==> config.mk <==
export PLATFORM = sky130hd
export DESIGN_NAME = minimig_bankmap_seq
export DESIGN_NICKNAME = d
export VERILOG_FILES = /design/src/rtl/minimig_bankmap_seq.sv
export SDC_FILE = /design/constraint.sdc
export NUM_CORES = 1
export LEC_CHECK = 0
export ABC_CLOCK_PERIOD_IN_PS = 2300
export CORE_UTILIZATION = 42
export DETAILED_ROUTE_END_ITERATION = 16
export PLACE_DENSITY = 0.88
export SKIP_CTS_REPAIR_TIMING = 1
export SYNTH_ARGS = -nofsm -noshare
export SYNTH_HDL_FRONTEND = slang
export SYNTH_SLANG_ARGS = --single-unit
==> constraint.sdc <==
create_clock -name clk -period 2.3 [get_ports clk]
set_input_delay 0.23 -clock clk [delete_from_list [all_inputs] [get_ports clk]]
set_output_delay 0.23 -clock clk [all_outputs]
set_load 0.1 [all_outputs]
==> src/rtl/minimig_bankmap_seq.sv <==
`default_nettype none
// ============================================================================
//  Module   : minimig_bankmap_seq
//  Purpose  : Registered Minimig memory bank mapper with chip-size config FSM.
//             Optional sticky unmapped-access flag: MINIMIG_BANKMAP_ERRFLAG_EN.
//  Revision : 1.0  initial release
// ============================================================================
module minimig_bankmap_seq #(
    parameter int CHIP_BANKS = 4,
    parameter int SLOW_BANKS = 3
) (
    input  logic                  clk,
    input  logic                  reset,
    input  logic                  as,
    input  logic                  cycle_end,
    input  logic [CHIP_BANKS-1:0] chip_sel,
    input  logic [SLOW_BANKS-1:0] slow_sel,
    input  logic                  kick,
    input  logic                  kick1mb,
    input  logic                  kick256kmirror,
    input  logic                  cart,
    input  logic                  cfg_req,
    input  logic [2:0]            cfg_in,
    output logic                  cfg_ack,
    output logic [2:0]            cfg_active,
    output logic [CHIP_BANKS-1:0] chip_bank,
    output logic                  slow_bank,
    output logic                  kick_bank,
    output logic                  mirror_bank,
    output logic                  busy,
    output logic                  err_unmapped
);

    localparam logic [1:0] S_IDLE   = 2'd0;
    localparam logic [1:0] S_ACCESS = 2'd1;
    localparam logic [1:0] S_APPLY  = 2'd2;

    localparam logic [3:0] C_BANKS = 4'(CHIP_BANKS);
    localparam logic [2:0] C_MAX   = 3'(CHIP_BANKS - 1);

    logic [1:0]            r_state;
    logic [2:0]            r_cfg_active;
    logic                  r_pend_cfg;
    logic [2:0]            r_pend_val;
    logic                  r_pend_as;
    logic [CHIP_BANKS-1:0] r_chip;
    logic                  r_slow;
    logic                  r_kick;
    logic                  r_mirror;
    logic                  r_busy;
    logic                  r_ack;

    logic [3:0]            w_size;
    logic [3:0]            w_mask;
    logic                  w_pow2;
    logic [CHIP_BANKS-1:0] w_chip_map;
    logic                  w_slow;
    logic                  w_start;
    logic                  w_pend_cfg;
    logic [2:0]            w_pend_val;
    logic                  w_go_apply;
`ifdef MINIMIG_BANKMAP_ERRFLAG_EN
    logic                  w_unmapped;
    logic                  r_err;
`endif

    function automatic logic [2:0] clamp_cfg(input logic [2:0] v);
        return ({1'b0, v} >= C_BANKS) ? C_MAX : v;
    endfunction

    assign w_size = {1'b0, r_cfg_active} + 4'd1;
    assign w_mask = w_size - 4'd1;
    assign w_pow2 = ((w_size & w_mask) == 4'd0);
    assign w_slow = (|slow_sel) | kick1mb | cart;

    // Blocks beyond the configured size alias only when the size is a power of two.
    always_comb begin
        logic [3:0] idx;
        logic [3:0] tgt;
        logic       ok;
        w_chip_map = '0;
`ifdef MINIMIG_BANKMAP_ERRFLAG_EN
        w_unmapped = 1'b0;
`endif
        for (int i = 0; i < CHIP_BANKS; i++) begin
            idx = 4'(i);
            tgt = 4'd0;
            ok  = 1'b0;
            if (idx < w_size) begin
                tgt = idx;
                ok  = 1'b1;
            end else if (w_pow2) begin
                tgt = idx & w_mask;
                ok  = 1'b1;
            end
            if (chip_sel[i]) begin
                for (int j = 0; j < CHIP_BANKS; j++) begin
                    if (ok && (tgt == 4'(j))) begin
                        w_chip_map[j] = 1'b1;
                    end
                end
`ifdef MINIMIG_BANKMAP_ERRFLAG_EN
                if (!ok) begin
                    w_unmapped = 1'b1;
                end
`endif
            end
        end
    end

    assign w_start    = (r_state == S_IDLE) && (as || r_pend_as);
    assign w_pend_cfg = r_pend_cfg | cfg_req;
    assign w_pend_val = cfg_req ? cfg_in : r_pend_val;
    assign w_go_apply = ((r_state == S_IDLE) && !w_start && cfg_req) ||
                        ((r_state == S_ACCESS) && cycle_end && w_pend_cfg);

    always_ff @(posedge clk or posedge reset) begin
        if (reset) begin
            r_state      <= S_IDLE;
            r_cfg_active <= 3'd0;
            r_pend_cfg   <= 1'b0;
            r_pend_val   <= 3'd0;
            r_pend_as    <= 1'b0;
            r_chip       <= '0;
            r_slow       <= 1'b0;
            r_kick       <= 1'b0;
            r_mirror     <= 1'b0;
            r_busy       <= 1'b0;
            r_ack        <= 1'b0;
        end else begin
            r_ack <= 1'b0;
            case (r_state)
                S_IDLE: begin
                    if (w_start) begin
                        r_state   <= S_ACCESS;
                        r_busy    <= 1'b1;
                        r_chip    <= w_chip_map;
                        r_slow    <= w_slow;
                        r_kick    <= kick;
                        r_mirror  <= kick256kmirror;
                        r_pend_as <= 1'b0;
                        if (cfg_req) begin
                            r_pend_cfg <= 1'b1;
                            r_pend_val <= cfg_in;
                        end
                    end else if (w_go_apply) begin
                        r_state      <= S_APPLY;
                        r_cfg_active <= clamp_cfg(cfg_in);
                        r_ack        <= 1'b1;
                    end
                end
                S_ACCESS: begin
                    if (cycle_end) begin
                        r_chip     <= '0;
                        r_slow     <= 1'b0;
                        r_kick     <= 1'b0;
                        r_mirror   <= 1'b0;
                        r_busy     <= 1'b0;
                        r_pend_cfg <= 1'b0;
                        if (w_go_apply) begin
                            r_state      <= S_APPLY;
                            r_cfg_active <= clamp_cfg(w_pend_val);
                            r_ack        <= 1'b1;
                        end else begin
                            r_state <= S_IDLE;
                        end
                    end else if (cfg_req) begin
                        r_pend_cfg <= 1'b1;
                        r_pend_val <= cfg_in;
                    end
                end
                S_APPLY: begin
                    r_state <= S_IDLE;
                    if (as) begin
                        r_pend_as <= 1'b1;
                    end
                end
                default: r_state <= S_IDLE;
            endcase
        end
    end

`ifdef MINIMIG_BANKMAP_ERRFLAG_EN
    always_ff @(posedge clk or posedge reset) begin
        if (reset) begin
            r_err <= 1'b0;
        end else if (w_go_apply) begin
            r_err <= 1'b0;
        end else if (w_start && w_unmapped) begin
            r_err <= 1'b1;
        end
    end
    assign err_unmapped = r_err;
`else
    assign err_unmapped = 1'b0;
`endif

    assign cfg_ack     = r_ack;
    assign cfg_active  = r_cfg_active;
    assign chip_bank   = r_chip;
    assign slow_bank   = r_slow;
    assign kick_bank   = r_kick;
    assign mirror_bank = r_mirror;
    assign busy        = r_busy;

endmodule
`default_nettype wire

==> results of run 1 <==
## worst max path at each step
| stage | start | to | slack [ps] | cells past startpoint |
|---|---|---|---|---|
| after detailed placement | cfg_req | cfg_active[1] | 220 | 4 |
| after global routing | r_state[0] | cfg_active[1] | 400 | 3 |
| after floorplan | r_pend_as | cfg_active[1] | 590 | 3 |
| after CTS | r_state[0] | cfg_active[1] | 480 | 3 |
| after global placement | cfg_req | cfg_active[0] | 260 | 4 |
| final | r_state[0] | cfg_active[1] | 480 | 3 |
## cells by family after synthesis
logic type	synth area share [%]
buf+inv	3.48
other cells	0.435
simple gates	15.8
flops	55.2
mux	8.85
compound gates	16.3
## area by class of cell
| type | instances | area, um^2 | share of cell area, % |
|---|---|---|---|
| Inverter | 5 | 18.8 | 1.57 |
| Timing Repair Buffer | 31 | 278 | 23.3 |
| Sequential cell | 19 | 475 | 39.9 |
| Clock buffer | 3 | 22.5 | 1.89 |
| Tap cell | 27 | 33.8 | 2.83 |
| Clock inverter | 1 | 7.51 | 0.630 |
| Multi-Input combinational cell | 49 | 357 | 29.9 |
## synthesized netlist by cell type
library cell and count:
o21a_1 1, a211oi_4 1, or2_2 1, nor3b_1 3
dfrtp_1 19, o2bb2ai_1 2, conb_1 1, nand2_1 2
o32ai_1 2, a211oi_1 1, or4_1 1, mux2i_1 2
nor2b_1 2, a22o_1 2, or4b_4 1, o21ai_0 3
a221oi_1 1, o22a_1 1, a21oi_1 2, clkbuf_1 1
nor3_1 3, or3_1 1, buf_4 1, a32o_1 1
inv_1 5, nor2_1 9, mux2_2 5, or4bb_1 1
## worst register-to-register path: cells and delay by family (launching register included)
kind             cells  cell delay, ps
multiplexers         1             360
flip-flops           1             470
AO/OA/AOI/OAI        1             320
AND/OR/NAND/NOR      1             570
## metal layers
metal	vias up	global-route usage [%]	wire length, um
met2	12	27.4	971
met3	2	5.77	62
met4	0	3.43	8
li1	336	-	-
met1	330	21.3	767
met5	-	0	0
## registers in the layout, indices dropped and copies added (netlist names)
name,flops
r_pend_as,1
cfg_ack,1
r_state,2
cfg_active,3
r_pend_val,3
chip_bank,4
busy,1
kick_bank,1
r_pend_cfg,1
slow_bank,1
mirror_bank,1
## metrics by stage
step | hold WS, ps | utilization [%] | std cells | area (um^2) | setup WS, ps
after floorplan | 181 | - | 75 | 862 | 587
after global placement | 473 | 59.9 | 131 | 1160 | 258
after detailed placement | 478 | 59.9 | 131 | 1160 | 218
after CTS | 344 | 61.4 | 135 | 1190 | 475
after global routing | 414 | 61.4 | 135 | 1190 | 403
final | 327 | 61.4 | 135 | 1190 | 479
==> metrics.yaml, run 1 <==
status:
  outcome: "finished, final reports clean"
layout:
  fillers: 169
  nNetsFinal: 128
  final_cell_mix: "19 x dfrtp_1, 18 x clkdlybuf4s50_1, 13 x buf_4"
  n_antenna_cell: 0
  layout_commonest_cell: "dfrtp_1"
  drive_gt1_share_pct: 23.1
  synthToLayoutAreaGrowth_pct: 38.3
sta:
  setup_violations: 0
  period_share_pct: 79.2
  min_period_ps: 1820
  rsz0062_at_grt: "false"
  final_max_slew_viol_count: 0
  max_freq_mhz: 549
  maxSlewHeadroom_pct: 52.2
  tns_ps: 0
  worst_pin_slew_ps: 716
  finalHoldViolCount: 0
  fin_skew_ps: 6.24
setup_path:
  worst_setup_path_end_kind: "flip-flop"
  crit_path_start_kind: "flip-flop"
  r2r_start: "r_state[0]"
  cp_max_fo: 7
  critPathTopFamily: "simple AND/OR/NAND/NOR gates"
  required_ps: 2500
  critical_path_arrival_ps: 2020
  slowest_stage: "or4b_4"
  crit_chain: "or4b_4 -> a211oi_4 -> mux2_2"
  max_stage_delay_ps: 570
  reg2regPathDepth: 3
  path_class: "flip-flop to flip-flop"
  timing.rr.end: "cfg_active[1]"
  r2r_setup_slack_ps: 480
  critPathBufInv: 0
global_route:
  antenna_found_initial: 0
  grt_use_total_pct: 16.7
  grt_overflow: 0
  grt_max_degree: 20
  grt_first_pass_wirelength_um: 2550
  grt_pass1_vias: 564
clocking:
  clk_pin_slew_worst_paths_ps: 120
  clkLatencyLatePin_ps: 300
  cts.sinks: 19
  cts_tree: "built"
  root_buffer: "clkbuf_4"
  cts_buffer_depth: 2
  htree_levels: 1
  cts_buffers: 3
yosys:
  netlist_top_cells_area: "dfrtp_1 55%, mux2_2 6.5%, nor2_1 3.9%"
  ys_types: 28
  seq_area_frac_synth_pct: 55.2
  synth_nets: 94
  synth-warning-count: 0
  synth_top_cell_area_share_pct: 55.2
  synth_area_um2: 862
  syn-mean-instance-area_um2: 11.5
  yosysTopAreaCell: "dfrtp_1"
  synthCells: 75
  ys_ff_latch: 19
route:
  drt_wl_total_um: 1810
  first_pass_iters: 6
  wl_per_cell_um: 13.4
  drtAntennaViolNets: 0
  vias: 680
  dr.first_iter.drc_count: 13
  via_per_inst: 5.04
  remaining_drc_errors: 0
die:
  die-area_um2: 2240
  boundaryPins: 32
  die_w_um: 47.3
  fp.dieH_um: 47.3
  rows: 16
  initial_core_util_pct: 44.4
  design.core.area_um2: 1940
run:
  max-cap-violations: 0
worst_hold_path:
  hp-class: "input pin to asynchronous set/reset pin"
placement:
  gp_congestion: 0.711
  io_buffers: 30
  place_hpwl_um: 1430
Power of run 1 is not shown: default switching activity piles up to over one toggle a cycle in this logic, so the estimate is an artifact.
==> run 2, diff against run 1 <==
--- a/config.mk
+++ b/config.mk
@@ -5,7 +5,7 @@
 export SDC_FILE = /design/constraint.sdc
 export NUM_CORES = 1
 export LEC_CHECK = 0
-export ABC_CLOCK_PERIOD_IN_PS = 2300
+export ABC_CLOCK_PERIOD_IN_PS = 1900
 export CORE_UTILIZATION = 42
 export DETAILED_ROUTE_END_ITERATION = 16
 export PLACE_DENSITY = 0.88
==> constraint.sdc (replaced) <==
create_clock -name clk -period 1.9 [get_ports clk]
set_input_delay 0.19 -clock clk [delete_from_list [all_inputs] [get_ports clk]]
set_output_delay 0.19 -clock clk [all_outputs]
set_load 0.1 [all_outputs]
==> metrics.yaml, run 2 (synthesis gave the netlist of run 1 again) <==
status:
  outcome: "finished, final reports clean"
setup_path:
  crit_chain: "or4b_4 -> a211oi_4 -> mux2_2"
  worst_setup_path_end_kind: "flip-flop"
  r2r_setup_slack_ps: 100  # -380 ps
  required_ps: 2080  # -420 ps
  cp_max_fo: 5  # -2
  crit_path_start_kind: "flip-flop"
  critical_path_arrival_ps: 1980  # -40 ps
  slowest_stage: "or4b_4"
  path_class: "flip-flop to flip-flop"
  max_stage_delay_ps: 580  # about the same
clocking:
  cts_tree: "built"
  cts_buffers: 3  # unchanged
  root_buffer: "clkbuf_4"
  htree_levels: 1  # unchanged
  cts.sinks: 19  # unchanged
  cts_buffer_depth: 2  # unchanged
  clk_pin_slew_worst_paths_ps: 120  # about the same
  clkLatencyLatePin_ps: 300  # about the same
die:
  fp.dieH_um: 47.3  # unchanged
  die_w_um: 47.3  # unchanged
  die-area_um2: 2240  # unchanged
  rows: 16  # unchanged
  initial_core_util_pct: 44.4  # unchanged
  design.core.area_um2: 1940  # unchanged
  boundaryPins: 32  # unchanged
sta:
  final_max_slew_viol_count: 0  # unchanged
  period_share_pct: 94.6  # +15 points
  max_freq_mhz: 557  # +1.3%
  rsz0062_at_grt: "false"
  setup_violations: 0  # unchanged
  tns_ps: 0  # unchanged
  min_period_ps: 1800  # -23.9 ps
  finalHoldViolCount: 0  # unchanged
  fin_skew_ps: 12.8  # +6.51 ps
global_route:
  grt_pass1_vias: 675  # +20%
  antenna_found_initial: 0  # unchanged
  grt_overflow: 0  # unchanged
  grt_use_total_pct: 18.3  # +1.7 points
  grt_first_pass_wirelength_um: 2810  # +10%
  grt_max_degree: 20  # unchanged
route:
  dr.first_iter.drc_count: 13  # unchanged
  drtAntennaViolNets: 0  # unchanged
  drt_wl_total_um: 1910  # +5.5%
  remaining_drc_errors: 0  # unchanged
  via_per_inst: 5.08  # +0.94%
  first_pass_iters: 6  # unchanged
  vias: 722  # +6.2%
  wl_per_cell_um: 13.5  # +0.27%
layout:
  nNetsFinal: 135  # +5.5%
  drive_gt1_share_pct: 27.8  # +4.7 points
  layout_commonest_cell: "buf_4"
  final_cell_mix: "20 x buf_4, 19 x dfrtp_1, 18 x clkdlybuf4s50_1"
  n_antenna_cell: 0  # unchanged
  largest_reg_flops: 4  # unchanged
  finalCoreUtilization_pct: 64.0  # +2.6 points
  synthToLayoutAreaGrowth_pct: 44.1
  stdcell_area_um2: 1240  # +4.2%
placement:
  place_hpwl_um: 1550  # +8.2%
  gp_congestion: 0.724  # +1.8%
  io_buffers: 30  # unchanged
  placed_cell_area_um2: 1210  # +4.5%
worst_hold_path:
  hp-class: "input pin to asynchronous set/reset pin"
run:
  max-cap-violations: 0  # unchanged
run 2: cell types whose count changed in the layout (fill, tap and decap cells not counted), sizes merged:
cell / delta
buf: +7
clkinv: +1
clkinvlp: -1
run 2: critical path: cells and delay by family, from the launching register on:
kind             cells  cell delay (ps)
AND/OR/NAND/NOR      1              580
flip-flops           1              440
multiplexers         1              370
AO/OA/AOI/OAI        1              310
run 2: metrics by stage:
stage                     hold slack (ps)  std cells  setup WS, ps
after floorplan                       141         75           187
after CTS                             198        142           101
after global placement                473        138         -29.4
after global routing                  232        142          37.7
after detailed placement              483        138         -53.0
final                                 194        142           103
run 2: cell type report:
type,count,area [um^2]
multi-input cells,49,357
clock inverters,1,5.00
flip-flops and latches,19,475
repair buffers,38,330
clock buffers,3,22.5
inverters,5,18.8
well taps,27,33.8
fillers,163,699
run 2: per-layer routing:
metal | part of all wire [%] | wire length, um | up-vias | GRT usage, %
met5 | 0 | 0 | - | 0
met4 | 0.63 | 12 | 0 | 6.86
met3 | 2.7 | 51 | 4 | 3.46
met2 | 57 | 1100 | 13 | 33.7
met1 | 39 | 751 | 352 | 20.7
li1 | - | - | 353 | -
run 2: worst paths after layout:
check	startpoint	to	depth (start not counted)
setup / recovery	r_pend_as	cfg_active[1]	3
hold / removal	reset	chip_bank[3]	3
setup reg to reg	r_pend_as	cfg_active[1]	3
hold reg to reg	kick_bank	kick_bank	1
max in group asynchronous	reset	r_state[0]	3
min in group clk	kick	kick_bank	2
Power of run 2 is left out for the same reason.
